==> config.mk <==
export PLATFORM = sky130hd
export DESIGN_NAME = stack_sequencer_flat
export DESIGN_NICKNAME = d
export VERILOG_FILES = /design/src/rtl/stack_sequencer_if.sv /design/src/rtl/stack_sequencer.sv /design/src/flat_wrapper.sv
export SDC_FILE = /design/constraint.sdc
export NUM_CORES = 1
export LEC_CHECK = 0
export ABC_AREA = 1
export BUFFER_PORTS_ARGS = -buffer_cell sky130_fd_sc_hd__buf_2
export CAP_MARGIN = 30
export CORE_ASPECT_RATIO = 1.75
export CORE_UTILIZATION = 48
export CTS_CLUSTER_SIZE = 14
export DETAILED_ROUTE_END_ITERATION = 10
export MAX_ROUTING_LAYER = met4
export PLACE_DENSITY = 0.92
export SYNTH_ARGS = -nofsm -noshare
export SYNTH_HDL_FRONTEND = slang
export SYNTH_SLANG_ARGS = --single-unit
export TNS_END_PERCENT = 50
==> constraint.sdc <==
create_clock -name clk -period 1.9 [get_ports clk]
set_input_delay 0.095 -clock clk [delete_from_list [all_inputs] [get_ports clk]]
set_output_delay 0.095 -clock clk [all_outputs]
set_load 0.03 [all_outputs]
==> src/rtl/stack_sequencer_if.sv <==
// Request/response channel between the control unit (master) and the stack sequencer (slave).
interface stack_sequencer_if #(
    parameter int unsigned DATA_W = 10,
    parameter int unsigned ADDR_W = 8
);
    logic              req_valid;
    logic              req_ready;
    logic [1:0]        req_op;
    logic [DATA_W-1:0] req_data;
    logic              rsp_done;
    logic              rsp_err;
    logic [DATA_W-1:0] rsp_data;
    logic [ADDR_W:0]   stk_cnt;

    modport master (
        output req_valid, req_op, req_data,
        input  req_ready, rsp_done, rsp_err, rsp_data, stk_cnt
    );

    modport slave (
        input  req_valid, req_op, req_data,
        output req_ready, rsp_done, rsp_err, rsp_data, stk_cnt
    );
endinterface

==> src/rtl/stack_sequencer.sv <==
// Turns PUSH/POP/LDSP requests into stack-pointer strobes and scratch RAM accesses, tracking
// occupancy and rejecting overflow, underflow and illegal ops without side effects.
module stack_sequencer #(
    parameter int unsigned DATA_W = 10,
    parameter int unsigned ADDR_W = 8,
    parameter int unsigned DEPTH  = 256
) (
    input  logic              clk,
    input  logic              rst_n,
    stack_sequencer_if.slave  bus,
    input  logic [ADDR_W-1:0] sp_in,
    output logic              sp_ld,
    output logic [ADDR_W-1:0] sp_ld_data,
    output logic              sp_incr,
    output logic              sp_decr,
    output logic [ADDR_W-1:0] scr_addr,
    output logic              scr_we,
    output logic [DATA_W-1:0] scr_wdata,
    input  logic [DATA_W-1:0] scr_rdata
);
    localparam int unsigned    CntW     = ADDR_W + 1;
    localparam logic [CntW-1:0] DepthCnt = CntW'(DEPTH);
    localparam logic [1:0]     OpPush   = 2'b00;
    localparam logic [1:0]     OpPop    = 2'b01;
    localparam logic [1:0]     OpLdsp   = 2'b10;

    typedef enum logic [2:0] {
        StIdle, StPushWr, StPopRd, StPopCap, StLdSp, StErr
    } state_e;

    state_e            state_q, state_d;
    logic [DATA_W-1:0] data_q;
    logic [DATA_W-1:0] rsp_data_q;
    logic [CntW-1:0]   cnt_q, cnt_d;
    logic              accept;

    assign accept = bus.req_valid && (state_q == StIdle);

    always_ff @(posedge clk or negedge rst_n) begin
        if (!rst_n) begin
            state_q <= StIdle;
        end else begin
            state_q <= state_d;
        end
    end

    always_ff @(posedge clk or negedge rst_n) begin
        if (!rst_n) begin
            data_q     <= '0;
            rsp_data_q <= '0;
            cnt_q      <= '0;
        end else begin
            if (accept) begin
                data_q <= bus.req_data;
            end
            if (state_q == StPopCap) begin
                rsp_data_q <= scr_rdata;
            end
            cnt_q <= cnt_d;
        end
    end

    // Full/empty decisions are made at accept time so error paths never touch SP or RAM.
    always_comb begin
        state_d = state_q;
        unique case (state_q)
            StIdle: begin
                if (bus.req_valid) begin
                    case (bus.req_op)
                        OpPush:  state_d = (cnt_q == DepthCnt) ? StErr : StPushWr;
                        OpPop:   state_d = (cnt_q == '0) ? StErr : StPopRd;
                        OpLdsp:  state_d = StLdSp;
                        default: state_d = StErr;
                    endcase
                end
            end
            StPopRd: state_d = StPopCap;
            default: state_d = StIdle;
        endcase
    end

    always_comb begin
        cnt_d = cnt_q;
        unique case (state_q)
            StPushWr: cnt_d = cnt_q + CntW'(1);
            StPopRd:  cnt_d = cnt_q - CntW'(1);
            StLdSp:   cnt_d = '0;
            default:  cnt_d = cnt_q;
        endcase
    end

    always_comb begin
        bus.req_ready = 1'b0;
        bus.rsp_done  = 1'b0;
        bus.rsp_err   = 1'b0;
        bus.rsp_data  = rsp_data_q;
        bus.stk_cnt   = cnt_q;
        sp_ld         = 1'b0;
        sp_ld_data    = '0;
        sp_incr       = 1'b0;
        sp_decr       = 1'b0;
        scr_addr      = '0;
        scr_we        = 1'b0;
        scr_wdata     = '0;
        unique case (state_q)
            StIdle: bus.req_ready = 1'b1;
            StPushWr: begin
                // Stack grows downward: write below the current SP, wrapping at zero.
                scr_addr     = sp_in - ADDR_W'(1);
                scr_we       = 1'b1;
                scr_wdata    = data_q;
                sp_decr      = 1'b1;
                bus.rsp_done = 1'b1;
            end
            StPopRd: begin
                scr_addr = sp_in;
                sp_incr  = 1'b1;
            end
            StPopCap: bus.rsp_done = 1'b1;
            StLdSp: begin
                sp_ld        = 1'b1;
                sp_ld_data   = data_q[ADDR_W-1:0];
                bus.rsp_done = 1'b1;
            end
            StErr: begin
                bus.rsp_done = 1'b1;
                bus.rsp_err  = 1'b1;
            end
            default: bus.req_ready = 1'b0;
        endcase
    end
endmodule
==> src/flat_wrapper.sv <==
// flat-port wrapper written by rule: the top's interface ports become plain ports
module stack_sequencer_flat 
#(
    parameter int unsigned DATA_W = 10,
    parameter int unsigned ADDR_W = 8,
    parameter int unsigned DEPTH  = 256
)
  (clk, rst_n, sp_in, sp_ld, sp_ld_data, sp_incr, sp_decr, scr_addr, scr_we, scr_wdata, scr_rdata, bus_req_valid, bus_req_op, bus_req_data, bus_req_ready, bus_rsp_done, bus_rsp_err, bus_rsp_data, bus_stk_cnt);
  stack_sequencer_if #(.DATA_W(DATA_W), .ADDR_W(ADDR_W)) bus_i ();
  input  logic clk;
  input  logic rst_n;
  input  logic [ADDR_W-1:0] sp_in;
  output logic sp_ld;
  output logic [ADDR_W-1:0] sp_ld_data;
  output logic sp_incr;
  output logic sp_decr;
  output logic [ADDR_W-1:0] scr_addr;
  output logic scr_we;
  output logic [DATA_W-1:0] scr_wdata;
  input  logic [DATA_W-1:0] scr_rdata;
  input wire logic [$bits(bus_i.req_valid)-1:0] bus_req_valid;
  input wire logic [$bits(bus_i.req_op)-1:0] bus_req_op;
  input wire logic [$bits(bus_i.req_data)-1:0] bus_req_data;
  output wire logic [$bits(bus_i.req_ready)-1:0] bus_req_ready;
  output wire logic [$bits(bus_i.rsp_done)-1:0] bus_rsp_done;
  output wire logic [$bits(bus_i.rsp_err)-1:0] bus_rsp_err;
  output wire logic [$bits(bus_i.rsp_data)-1:0] bus_rsp_data;
  output wire logic [$bits(bus_i.stk_cnt)-1:0] bus_stk_cnt;
  assign bus_i.req_valid = bus_req_valid;
  assign bus_i.req_op = bus_req_op;
  assign bus_i.req_data = bus_req_data;
  assign bus_req_ready = bus_i.req_ready;
  assign bus_rsp_done = bus_i.rsp_done;
  assign bus_rsp_err = bus_i.rsp_err;
  assign bus_rsp_data = bus_i.rsp_data;
  assign bus_stk_cnt = bus_i.stk_cnt;
  stack_sequencer #(.DATA_W(DATA_W), .ADDR_W(ADDR_W), .DEPTH(DEPTH)) u_core (.clk(clk), .rst_n(rst_n), .bus(bus_i), .sp_in(sp_in), .sp_ld(sp_ld), .sp_ld_data(sp_ld_data), .sp_incr(sp_incr), .sp_decr(sp_decr), .scr_addr(scr_addr), .scr_we(scr_we), .scr_wdata(scr_wdata), .scr_rdata(scr_rdata));
endmodule
==> key figures <==
Placement
  – Placed Area: 2510 um2
  – IO Port Bufs: 84
  – HPWL after DPL: 4.26 mm
  – Routability cong.: 0.948

Floorplanning
  – Core area: 4110 um2
  – Die area: 4510 um2
  – Die height: 88.0 um
  – Num ports: 85
  – Number of cell rows: 31
  – Initial Util: 0.494
  – Die width: 51.2 um

Logic synthesis
  – Area leader, netlist: dfrtp_1
  – Main synth FF type: dfrtp_1
  – Post-synth EDFFs: 0
  – Adder-Cell Fraction of Synth Area: 0.0185
  – Syn. warnings: 0
  – Commonest cells in the synthesized netlist: nand2_1 (73), inv_1 (42), dfrtp_1 (32), nor2_1 (32), o21ai_0 (20)
  – Cell Area, Synth: 2030 um2
  – Netlist cell types: 30
  – Synthesized flop and latch total: 32
  – Cells after Synth: 277
  – Seq/Total Area, Yosys: 0.394
  – Ys async rst share: 1.00
  – Syn Nets: 313
  – Largest family of logic cells by synthesized area: simple AND/OR/NAND/NOR gates
  – Synth Area in Simple Gates: 0.297
  – Multiplexer share of the synthesized area: 0.0555
  – Xor/xnor share of the synthesized area: 0.0302
  – Syn Area/Cell: 7.33 um2
  – Largest cells by area after synthesis: dfrtp_1 (39%), nand2_1 (13%), inv_1 (7.8%)
  – Count leader, synth: nand2_1
  – Top cell type's share of synthesized area: 0.394
  – Compound-cell area share of the yosys netlist: 0.100

Timing
  – FMAX: 559 MHz
  – Tcrit/Tclk final: 0.941
  – Slew Viols, Final: 0
  – Worst Skew: 0.00388 ns
  – Slew @ Worst Pin: 0.714 ns
  – Final setup violation count: 0
  – Hold Violations, Final: 0
  – Final min period: 1.79 ns
  – Worst slew margin: 0.524

Power
  – Switching fraction of total power: 0.529
  – Peak VDD IR: 1.05 mV
  – Comb pwr share: 0.613
  – Sequential share of power: 0.266
  – Pleak: 1.55 nW
  – Power Density: 1680 nW/um2
  – Switching power: 2.39 mW
  – Int Pwr: 2.13 mW
  – Clock share of power: 0.122

Layout
  – Nets: 410
  – Util after Layout: 0.653
  – Reg area: 803 um2
  – Ant diodes: 0
  – Layout cells sized above 1: 0.352
  – Post-Layout Inst Area: 2690 um2
  – Area occupied by multi-input gates: 1040 um2
  – FILL cells: 391
  – Layout area overhead: 32.2%

Worst setup path
  – WP data required: 1.80 ns
  – CP Launch Type: register
  – Crit path kind: reg2out
  – CP Max Fanout: 17
  – Critical Path AT: 1.69 ns
  – Crit. End Element: primary output

Outcome
  – Failing checks: design-rule violations
  – Status: finished, violations left

GRT
  – GRT overflow: 0
  – Vias in the first global route: 1953
  – First-pass GRT wire length: 8.60 mm
  – Largest net degree at the start of global routing: 33
  – Tot GR Track Use: 0.265
  – Initial antenna violation count: 0

Clock tree
  – H-tree depth: 2
  – Worst-Skew Late Latency: 0.29 ns
  – TritonCTS buffer count: 5
  – CTS tree: built
  – CTS Sinks: 32
  – Clock transition at path regs: 0.07 ns
  – CTS Buffer Depth: 2
  – CTS root buf: clkbuf_8

Detailed routing
  – Routed WL: 5.59 mm
  – Vias: 2184
  – Post-DR vias/cell: 5.15
  – Wire length per cell: 13.2 um
  – Residual DRC count: 2
  – 1st-iter DRT viols: 88
  – Post-route ant nets: 0
  – Pre-antenna DRT Iters: 8

Run
  – Max-cap violations: 0

Worst hold path
  – Hold crit path type: in2reg
==> flip-flops by register name, indices dropped and copies added (netlist names) <==
| register | cells |
|---|---|
| u_core.state_q | 3 |
| u_core.data_q | 10 |
| u_core.bus.rsp_data | 10 |
| u_core.bus.stk_cnt | 9 |
==> path summary, 6_finish.rpt <==
path | start | to | slack [ns] | depth (start not counted)
min in group asynchronous | rst_n | u_core.bus.rsp_data[9]$_DFFE_PN0N_ | 0.40 | 2
max | u_core.state_q[2]$_DFFE_PN0P_ | scr_addr[2] | 0.11 | 6
min | bus_req_data[1] | u_core.data_q[1]$_DFFE_PN0P_ | 0.01 | 3
max reg2reg | u_core.state_q[2]$_DFFE_PN0P_ | u_core.bus.stk_cnt[8]$_DFFE_PN0P_ | 0.13 | 15
min reg2reg | u_core.bus.rsp_data[3]$_DFFE_PN0N_ | u_core.bus.rsp_data[3]$_DFFE_PN0N_ | 0.50 | 1
max in group asynchronous | rst_n | u_core.state_q[0]$_DFFE_PN0P_ | 0.99 | 2
==> kinds of logic after synthesis <==
| family | after synthesis |
|---|---|
| buf+inv | 51 |
| xor+xnor | 7 |
| compound gates | 37 |
| mux | 10 |
| fa+ha+maj | 3 |
| simple gates | 137 |
| flops | 32 |
==> layout by cell type (no fill, tap or decap), types with 4 or more instances in the layout <==
cell	count
nor2_4	4
clkbuf_8	6
nand3_1	16
o21ai_0	20
o22ai_1	4
nand2_1	71
inv_1	41
dfrtp_1	30
nor2_1	31
buf_4	12
buf_2	83
xor2_1	6
mux2_2	10
nand4_1	4
a21oi_1	6
==> power groups by stage <==
stage	Clock (mW)	Combinational, mW	Sequential, mW
floorplan	0	1.57	1.54
global placement	0	2.60	1.20
detailed placement	0	2.65	1.21
CTS	0.562	2.67	1.20
global route	0.584	3.02	1.24
finish	0.551	2.77	1.20
==> layout make-up <==
cell class	instances	share of cell area
multi-input combinational	194	0.388
sequential	32	0.299
tap	49	0.0228
clock buffer	6	0.0308
clock inverter	2	0.00373
inverter	45	0.0638
timing repair buffer	96	0.192
==> stage by stage <==
| stage | cells | setup WS [ns] | hold WS, ns | total power, mW | TNS, ns |
|---|---|---|---|---|---|
| after floorplan | 277 | -0.108 | -0.201 | 3.11 | -0.282 |
| after global placement | 409 | 0.151 | 0.182 | 3.80 | 0 |
| after detailed placement | 409 | 0.0786 | 0.191 | 3.86 | 0 |
| after CTS | 418 | 0.0287 | 0.00787 | 4.44 | 0 |
| after global routing | 424 | -0.0217 | 0.0215 | 4.84 | -0.0217 |
| final | 424 | 0.112 | 0.0134 | 4.52 | 0 |
==> worst max-delay path, cell delays in order (launching register included) <==
cell and delay [ns]:
dfrtp_1 0.43, inv_1 0.12, nand2_1 0.11, nor2_4 0.16, inv_4 0.11, o32ai_1 0.26
buf_4 0.21
==> metal layers <==
metal,GRT usage,vias up,part of all wire
li1,-,1067,-
met1,0.273,1013,0.38
met2,0.469,89,0.54
met3,0.0382,15,0.046
met4,0.146,0,0.033
met5,-,-,0
==> what timing repair did <==
| item | 4_1_cts | 5_1_grt |
|---|---|---|
| hold endpoints to repair | 32 | 0 |
| pin swaps | 0 | 2 |
| setup buffers | 0 | 6 |
| hold buffers | 1 | 0 |
| setup endpoints to repair | 2 | 13 |
| gates resized for setup | 3 | 7 |
Note: power is estimated with default switching activity, not from simulation.
